--- src/rtl/mte_pkg.sv ---
// Shared constants and types for the MTE output byte serializer.
package mte_pkg;
    localparam int N        = 256;
    localparam int BYTE_W   = 8;
    localparam int NBYTES   = N / BYTE_W;
    localparam int IDX_W    = $clog2(NBYTES);
    localparam int DROP_MAX = 255;

    typedef enum logic {
        IDLE = 1'b0,
        SEND = 1'b1
    } state_e;
endpackage

--- src/rtl/mte_blk_buf.sv ---
// Two-entry block store: an active entry being serialized plus one pending entry.
module mte_blk_buf
    import mte_pkg::*;
#(
    parameter int N = mte_pkg::N
) (
    input  logic         clk_i,
    input  logic         rst_i,
    input  logic         push_i,
    input  logic         pop_i,
    input  logic [N-1:0] data_i,
    input  logic         mode_i,
    output logic [N-1:0] act_data_o,
    output logic         act_mode_o,
    output logic [1:0]   cnt_o
);
    logic [N-1:0] act_data_q, act_data_d, pnd_data_q, pnd_data_d;
    logic         act_mode_q, act_mode_d, pnd_mode_q, pnd_mode_d;
    logic [1:0]   cnt_q, cnt_d;

    // The caller never pushes while full, so count stays within 0..2.
    always_comb begin
        act_data_d = act_data_q;
        act_mode_d = act_mode_q;
        pnd_data_d = pnd_data_q;
        pnd_mode_d = pnd_mode_q;
        cnt_d      = cnt_q + {1'b0, push_i} - {1'b0, pop_i};
        if (pop_i) begin
            if (cnt_q == 2'd2) begin
                act_data_d = pnd_data_q;
                act_mode_d = pnd_mode_q;
            end else if (push_i) begin
                act_data_d = data_i;
                act_mode_d = mode_i;
            end
        end else if (push_i) begin
            if (cnt_q == 2'd0) begin
                act_data_d = data_i;
                act_mode_d = mode_i;
            end else begin
                pnd_data_d = data_i;
                pnd_mode_d = mode_i;
            end
        end
    end

    always_ff @(posedge clk_i) begin
        if (rst_i) begin
            act_data_q <= '0;
            act_mode_q <= 1'b0;
            pnd_data_q <= '0;
            pnd_mode_q <= 1'b0;
            cnt_q      <= 2'd0;
        end else begin
            act_data_q <= act_data_d;
            act_mode_q <= act_mode_d;
            pnd_data_q <= pnd_data_d;
            pnd_mode_q <= pnd_mode_d;
            cnt_q      <= cnt_d;
        end
    end

    assign act_data_o = act_data_q;
    assign act_mode_o = act_mode_q;
    assign cnt_o      = cnt_q;
endmodule

--- src/rtl/mte_out_serializer.sv ---
// Captures MTE result blocks into a two-deep buffer and streams them LSB byte first
// over valid/ready; invalid-key and overflow loads are discarded and counted.
module mte_out_serializer
    import mte_pkg::*;
#(
    parameter int N = mte_pkg::N
) (
    input  logic         clk_i,
    input  logic         rst_i,
    input  logic         blk_load_i,
    input  logic [N-1:0] blk_data_i,
    input  logic         blk_key_ok_i,
    input  logic         blk_mode_i,
    output logic         blk_busy_o,
    output logic [7:0]   byte_data_o,
    output logic         byte_valid_o,
    input  logic         byte_ready_i,
    output logic         byte_last_o,
    output logic         byte_mode_o,
    output logic         key_err_o,
    output logic         ovf_o,
    output logic [7:0]   drop_cnt_o
);
    localparam int NB = N / BYTE_W;
    localparam int IW = (NB > 1) ? $clog2(NB) : 1;

    if ((N % 8 != 0) || (N < 16)) begin : g_bad_n
        $error("mte_out_serializer: N must be a multiple of 8 and at least 16");
    end

    state_e       state_q, state_d;
    logic [IW-1:0] idx_q, idx_d;
    logic         key_err_q, key_err_d, ovf_q, ovf_d;
    logic [7:0]   drop_q, drop_d;

    logic [N-1:0] act_data;
    logic         act_mode;
    logic [1:0]   cnt;
    logic         valid, hs, at_last, pop, accept;

    assign valid   = (state_q == SEND);
    assign hs      = valid && byte_ready_i;
    assign at_last = (idx_q == IW'(NB - 1));
    assign pop     = hs && at_last;
    // Busy is judged on the count at cycle start, so a same-cycle pop does not rescue a load.
    assign accept  = blk_load_i && blk_key_ok_i && (cnt != 2'd2);

    mte_blk_buf #(.N(N)) u_buf (
        .clk_i      (clk_i),
        .rst_i      (rst_i),
        .push_i     (accept),
        .pop_i      (pop),
        .data_i     (blk_data_i),
        .mode_i     (blk_mode_i),
        .act_data_o (act_data),
        .act_mode_o (act_mode),
        .cnt_o      (cnt)
    );

    always_comb begin
        state_d   = state_q;
        idx_d     = idx_q;
        key_err_d = blk_load_i && !blk_key_ok_i;
        ovf_d     = blk_load_i && blk_key_ok_i && (cnt == 2'd2);
        drop_d    = drop_q;
        if ((key_err_d || ovf_d) && (drop_q != 8'(DROP_MAX))) drop_d = drop_q + 8'd1;
        if (hs) idx_d = at_last ? '0 : idx_q + IW'(1);
        case (state_q)
            IDLE: if (accept) state_d = SEND;
            SEND: if (pop && (cnt == 2'd1) && !accept) state_d = IDLE;
            default: state_d = IDLE;
        endcase
    end

    always_ff @(posedge clk_i) begin
        if (rst_i) begin
            state_q   <= IDLE;
            idx_q     <= '0;
            key_err_q <= 1'b0;
            ovf_q     <= 1'b0;
            drop_q    <= 8'd0;
        end else begin
            state_q   <= state_d;
            idx_q     <= idx_d;
            key_err_q <= key_err_d;
            ovf_q     <= ovf_d;
            drop_q    <= drop_d;
        end
    end

    assign byte_valid_o = valid;
    assign byte_data_o  = valid ? act_data[{idx_q, 3'b000} +: 8] : 8'd0;
    assign byte_last_o  = valid && at_last;
    assign byte_mode_o  = valid && act_mode;
    assign blk_busy_o   = (cnt == 2'd2);
    assign key_err_o    = key_err_q;
    assign ovf_o        = ovf_q;
    assign drop_cnt_o   = drop_q;
endmodule

--- config.mk ---
export PLATFORM = sky130hd
export DESIGN_NAME = mte_out_serializer
export DESIGN_NICKNAME = d
export VERILOG_FILES = /design/src/rtl/mte_pkg.sv /design/src/rtl/mte_blk_buf.sv /design/src/rtl/mte_out_serializer.sv
export SDC_FILE = /design/constraint.sdc
export NUM_CORES = 1
export LEC_CHECK = 0
export CAP_MARGIN = 20
export CORE_ASPECT_RATIO = 1.2
export CORE_MARGIN = 2
export CORE_UTILIZATION = 45
export DETAILED_ROUTE_END_ITERATION = 7
export PLACE_DENSITY = 0.8
export SLEW_MARGIN = 30
export SYNTH_ARGS = -nofsm -noshare
export SYNTH_HDL_FRONTEND = slang
export SYNTH_SLANG_ARGS = --single-unit
--- constraint.sdc ---
create_clock -name clk_i -period 2.5 [get_ports clk_i]
set_input_delay 0.25 -clock clk_i [delete_from_list [all_inputs] [get_ports clk_i]]
set_output_delay 0.25 -clock clk_i [all_outputs]
set_load 0.03 [all_outputs]
# == Word level (Yosys, flattened, before mapping) ==
# Index checks and enable logic that the tools add are counted.
# totals
ff_bits,532
latchBits,0
ramBits,0
rom_bits,0
output_inout_bits,22
wordCells,58
memories,0
# classes
addsub,4
n_mul,0
n_div,0
order_cmp,0
n_eq_ne,5
shift,1
mux,15
n_bitwise,3
reduce_logical,20
# ops
op,n
256-bit two-way mux,5
256-bit by 9-bit indexed part select with 8-bit output,1
1-bit logical AND,11
8-bit by 1-bit adder with 8-bit output (second input constant),1
8-bit two-way mux,1
8-bit inequality test (second input constant),1
1-bit two-way mux,7
3-bit AND reduction,2
2-bit nonzero test,3
5-bit by 1-bit adder with 5-bit output (second input constant),1
5-bit == test (second input constant),1
5-bit two-way mux,1
1-bit inverter,3
2-bit by 1-bit adder with 2-bit output,1
2-bit by 1-bit == test with 1-bit output (second input constant),1
2-bit == test (second input constant),1
1-bit zero test,2
2-bit zero test,1
2-bit inequality test (second input constant),1
1-bit case mux with 2 select lines,1
2-bit by 1-bit subtractor with 2-bit output,1
1-bit logical OR,1

# == Logic depth before layout (Yosys ltp) ==
# logic_depth
ltp_word,6
ltp_mapped,12
depth_no_buf,11

# == Hierarchy ==
# Synthesis repeated with hierarchy kept, for this count alone.
# unflattened
hier_cells,2615
area_unflattened_um2,26719.4
# modules_own_cells
module,n_inst,cells_each,area_each_um2,seq_area_each_um2
mte_blk_buf,1,2358,23874.1,10329.9
mte_out_serializer,1,257,2845.2,320.3

# == Worst setup path after synthesis ==
# Ideal clock, no wire load.
# synth_timing
path_type,reg-to-reg
start,register idx_q[3]
end,register u_buf.act_data_q[125] (netlist: u_buf.act_data_o[125])
setup_time_ns,0.147
arrival_time_ns,2.342
slack_ns,0.011
path_stages_with_launch,12
synth_period_minus_slack_ns,2.489
path_cell_list,dfxtp_1 buf_2 clkbuf_1 and3_1 ha_1 nand4_1 a21oi_2 or2_1 buf_2 buf_4 buf_4 a311oi_2
# synth_via
elab_chain_len,4
word_cells_on_any_way,6
# synth_rtl
element,line,text
from (decl),mte_out_serializer.sv:32,"logic [IW-1:0] idx_q, idx_d;"
from (signal assigned),mte_out_serializer.sv:84,idx_q <= idx_d;
5-bit == test (*),mte_out_serializer.sv:43,assign at_last = (idx_q == IW'(NB - 1));
1-bit logical AND (*),mte_out_serializer.sv:44,assign pop = hs && at_last;
2-bit nonzero test (no source line),-,
3-bit AND reduction (no source line),-,
to (signal assigned),mte_blk_buf.sv:55,act_data_q <= act_data_d;
to (decl),mte_blk_buf.sv:17,"logic [N-1:0] act_data_q, act_data_d, pnd_data_q, pnd_data_d;"
# Mark *: on every way between the ends. The rest lies on a longest branch, timed or not.
# A chain may end at the register's enable or synchronous reset.

# == Worst setup path after layout ==
# layout_timing
start,register idx_q[0]
end,output port byte_data_o[1]
# layout_via
elab_chain_len,2
# layout_rtl
element,line,text
256-bit by 9-bit indexed part select with 8-bit output,mte_out_serializer.sv:92,"assign byte_data_o = valid ? act_data[{idx_q, 3'b000} +: 8] : 8'd0;"
8-bit two-way mux,mte_out_serializer.sv:92,
to (decl),mte_out_serializer.sv:15,"output logic [7:0] byte_data_o,"
# Every way passes these cells.

==> flow_metrics.tcl <==
set metrics [dict create \
    status "finished, violations left" \
    violations "negative setup slack" \
    grt-ovfl-total 0 \
    clock-root-buffer "clkbuf_16" \
    rr_worst_depth 13 \
    crit_path_start_kind "register" \
    gp_congestion 0.871 \
    syn_nets 3152 \
    setup_viol 208 \
    grt_use_total 0.269 \
    htree_levels 2 \
    syn_area_um2 24700 \
    final_cell_mix "1042 x nand2_1, 530 x dfxtp_1, 273 x clkdlybuf4s50_1" \
    yosys_warnings 0 \
    hold_class "in2reg" \
    irDropWorstVdd_uv 453 \
    ys_seq_area_frac 0.432 \
    finalClockSkew_ps 28.1 \
    hold_viol_final 0 \
    nNetsFinal 3420 \
    core-area_um2 54600 \
    nFillCells 4333 \
    insertion_delay_ps 630 \
    fin_hold_ws_ps 69.0 \
    syn_area_per_cell_um2 8.55 \
    drt_iter0_drc 3173 \
    slew_viol_final 0 \
    path_class "reg2out" \
    drv_cap 0 \
    holdBufCountCts 0 \
    share_comb_of_total_power 0.151 \
    final_layout_size_suffix_gt1_frac 0.202 \
    wl_per_cell_um 23.2 \
    die_y_um 260 \
    die_area_um2 56700 \
    endpoint_kind "primary output" \
    slew_headroom 0.529 \
    clockPowerShare 0.400 \
    clk_pin_slew_ps 60 \
    multi_input_area_um2 12800 \
    ys_types 54 \
    synth_edf_count 0 \
    place_area_um2 28500 \
    vias 24200 \
    fin_area_um2 32600 \
    finalCritPeriodShare 1.16 \
    ys_ff_latch 532 \
    r2r_slack_ps -200 \
    reg2reg_to "u_buf.act_data_o[187]" \
    syn2layout_area_growth_pct 32.2 \
    power.internal_uw 15000 \
    cp_max_fo 5 \
    grt_pass1_vias 21400 \
    rsz0062_at_grt "true" \
    arrival_ps 2660 \
    antenna_found_initial 13 \
    required_ps 2250 \
    drc 0 \
    switching_share 0.266 \
    io-pin-count 284 \
    synth_cells 2885 \
    cts_buffer_depth 3 \
    crit_path_end "byte_data_o[1]" \
    routed_wl_um 91200 \
    die_x_um 218 \
    grt_pass1_wl_um 121000 \
    ant_nets 0 \
    period_needed_ps 2910 \
    ys.flop_type "dfxtp_1" \
    r2r_start "idx_q[0]" \
    synth_async_sr_flop_share 0 \
    seqPwrFrac 0.449 \
    dr.pass1.iters 6 \
    cts_tree "done" \
    seq_area_um2 10700 \
    p_sw_uw 5440 \
    fmaxAchievable_mhz 344 \
    clock-sinks 532 \
    timing.final.ws_setup_ps -409 \
    worst_pin_slew_ps 706 \
    viasPerCell 6.16 \
    cp-startpoint "idx_q[0]" \
    start_util 0.452 \
    port_buffers 283 \
    power_density_nw_per_um2 627 \
    final_common_cell "nand2_1" \
    cts_inserted_buffers 54 \
    grt_max_degree 117 \
    dp_hpwl_um 50500 \
    rows 94 \
    p_leak_uw 0.0112 \
]
## final cells by class
cell class | count | share of cell area
Multi-Input combinational cell | 2058 | 0.391
Sequential cell | 532 | 0.327
Clock buffer | 71 | 0.0465
Timing Repair Buffer | 500 | 0.198
Antenna cell | 12 | 0.000921
Clock inverter | 26 | 0.00760
Inverter | 7 | 0.000882
Tap cell | 720 | 0.0276
## layer usage
metal | routed length [um] | GRT usage | vias up
met5 | 37 | 0 | -
met4 | 5540 | 0.128 | 6
met3 | 9000 | 0.0455 | 371
met2 | 43100 | 0.448 | 1575
met1 | 33600 | 0.341 | 11500
li1 | - | - | 10700
## kinds of logic after synthesis
logic type,after synthesis,synth area share
AOI/OAI and AO/OA,581,0.212
DFF,532,0.432
and+or+nand+nor,1380,0.230
xor gates and xnor gates,3,0.00107
buffers and inverters,295,0.0648
muxes,89,0.0588
adders and majority gates,5,0.00254
## sequential cells by signal, indices dropped and copies added, names as in the netlist
signal	cells
u_buf.act_data_o	256
u_buf.pnd_data_q	256
drop_cnt_o	8
idx_q	5
u_buf.cnt_o	2
byte_valid_o	1
key_err_o	1
ovf_o	1
u_buf.act_mode_o	1
u_buf.pnd_mode_q	1
## power by group through the flow
stage / Combinational, uW / Sequential (uW) / Clock [uW]
5_1_grt: 3240 / 9220 / 8510
3_5_place_dp: 2550 / 9350 / 0
3_3_place_gp: 2510 / 9330 / 0
4_1_cts: 2660 / 9160 / 8170
2_1_floorplan: 1580 / 9250 / 0
6_report: 3090 / 9190 / 8180
## cells in the mapped netlist (3+ instances only)
cell / count / area (um2)
or3_1: 3 / 18.8
o31ai_1: 4 / 30.0
and3_1: 3 / 18.8
buf_4: 25 / 188
mux4_2: 41 / 923
o211a_1: 7 / 70.1
mux2_1: 5 / 56.3
a221oi_1: 8 / 70.1
dfxtp_1: 532 / 10700
ha_1: 5 / 62.6
mux2_2: 32 / 360
clkbuf_1: 101 / 379
a211oi_1: 7 / 52.6
nand3b_1: 3 / 22.5
buf_1: 3 / 11.3
nor2b_1: 10 / 62.6
buf_6: 30 / 338
o21ai_0: 4 / 20.0
a22oi_1: 8 / 60.1
nor2_1: 10 / 37.5
buf_2: 128 / 641
or4_1: 4 / 30.0
a311oi_1: 67 / 587
nor3_1: 266 / 1330
a311oi_2: 190 / 2850
a21oi_1: 267 / 1340
mux2i_1: 11 / 110
o211ai_1: 7 / 52.6
nand2_1: 1050 / 3940
o22ai_1: 7 / 43.8
inv_1: 5 / 18.8
nand3_1: 14 / 70.1
## timing repair
action	in CTS	in global routing
cloned	7	46
resized for setup	45	83
endpoints found under the setup margin	9	502
setup buffers	18	41
pin swaps	19	82
hold endpoints to repair	0	0
## worst max-delay path, stage by stage (launching register included)
cell and delay, ps:
dfxtp_4 410, buf_12 150, buf_16 140, mux4_2 570, mux2i_1 160, o211ai_1 190
o211a_1 250, buf_12 170
## how the worst min path moves through the flow
stage	from	to	cells after the start
final	rst_i	u_buf.pnd_data_q[5]	2
after global routing	rst_i	u_buf.pnd_data_q[112]	2
after detailed placement	u_buf.pnd_data_q[218]	u_buf.pnd_data_q[218]	2
after floorplan	blk_key_ok_i	key_err_o	1
after CTS	rst_i	idx_q[3]	2
after global placement	u_buf.pnd_data_q[94]	u_buf.pnd_data_q[94]	2
## per-stage QoR
step	total power (uW)	cells	setup TNS, ps	worst slack, ps	utilization
CTS	20000	3828	-9830	-424	0.564
floorplan	10800	2885	0	10.9	-
detailed placement	11900	3707	0	33.7	0.521
finish	20500	3926	-10500	-409	0.598
global route	21000	3925	-24790	-462	0.598
global placement	11800	3707	0	85.3	0.521
No activity file was read; power rests on OpenSTA's default activity.
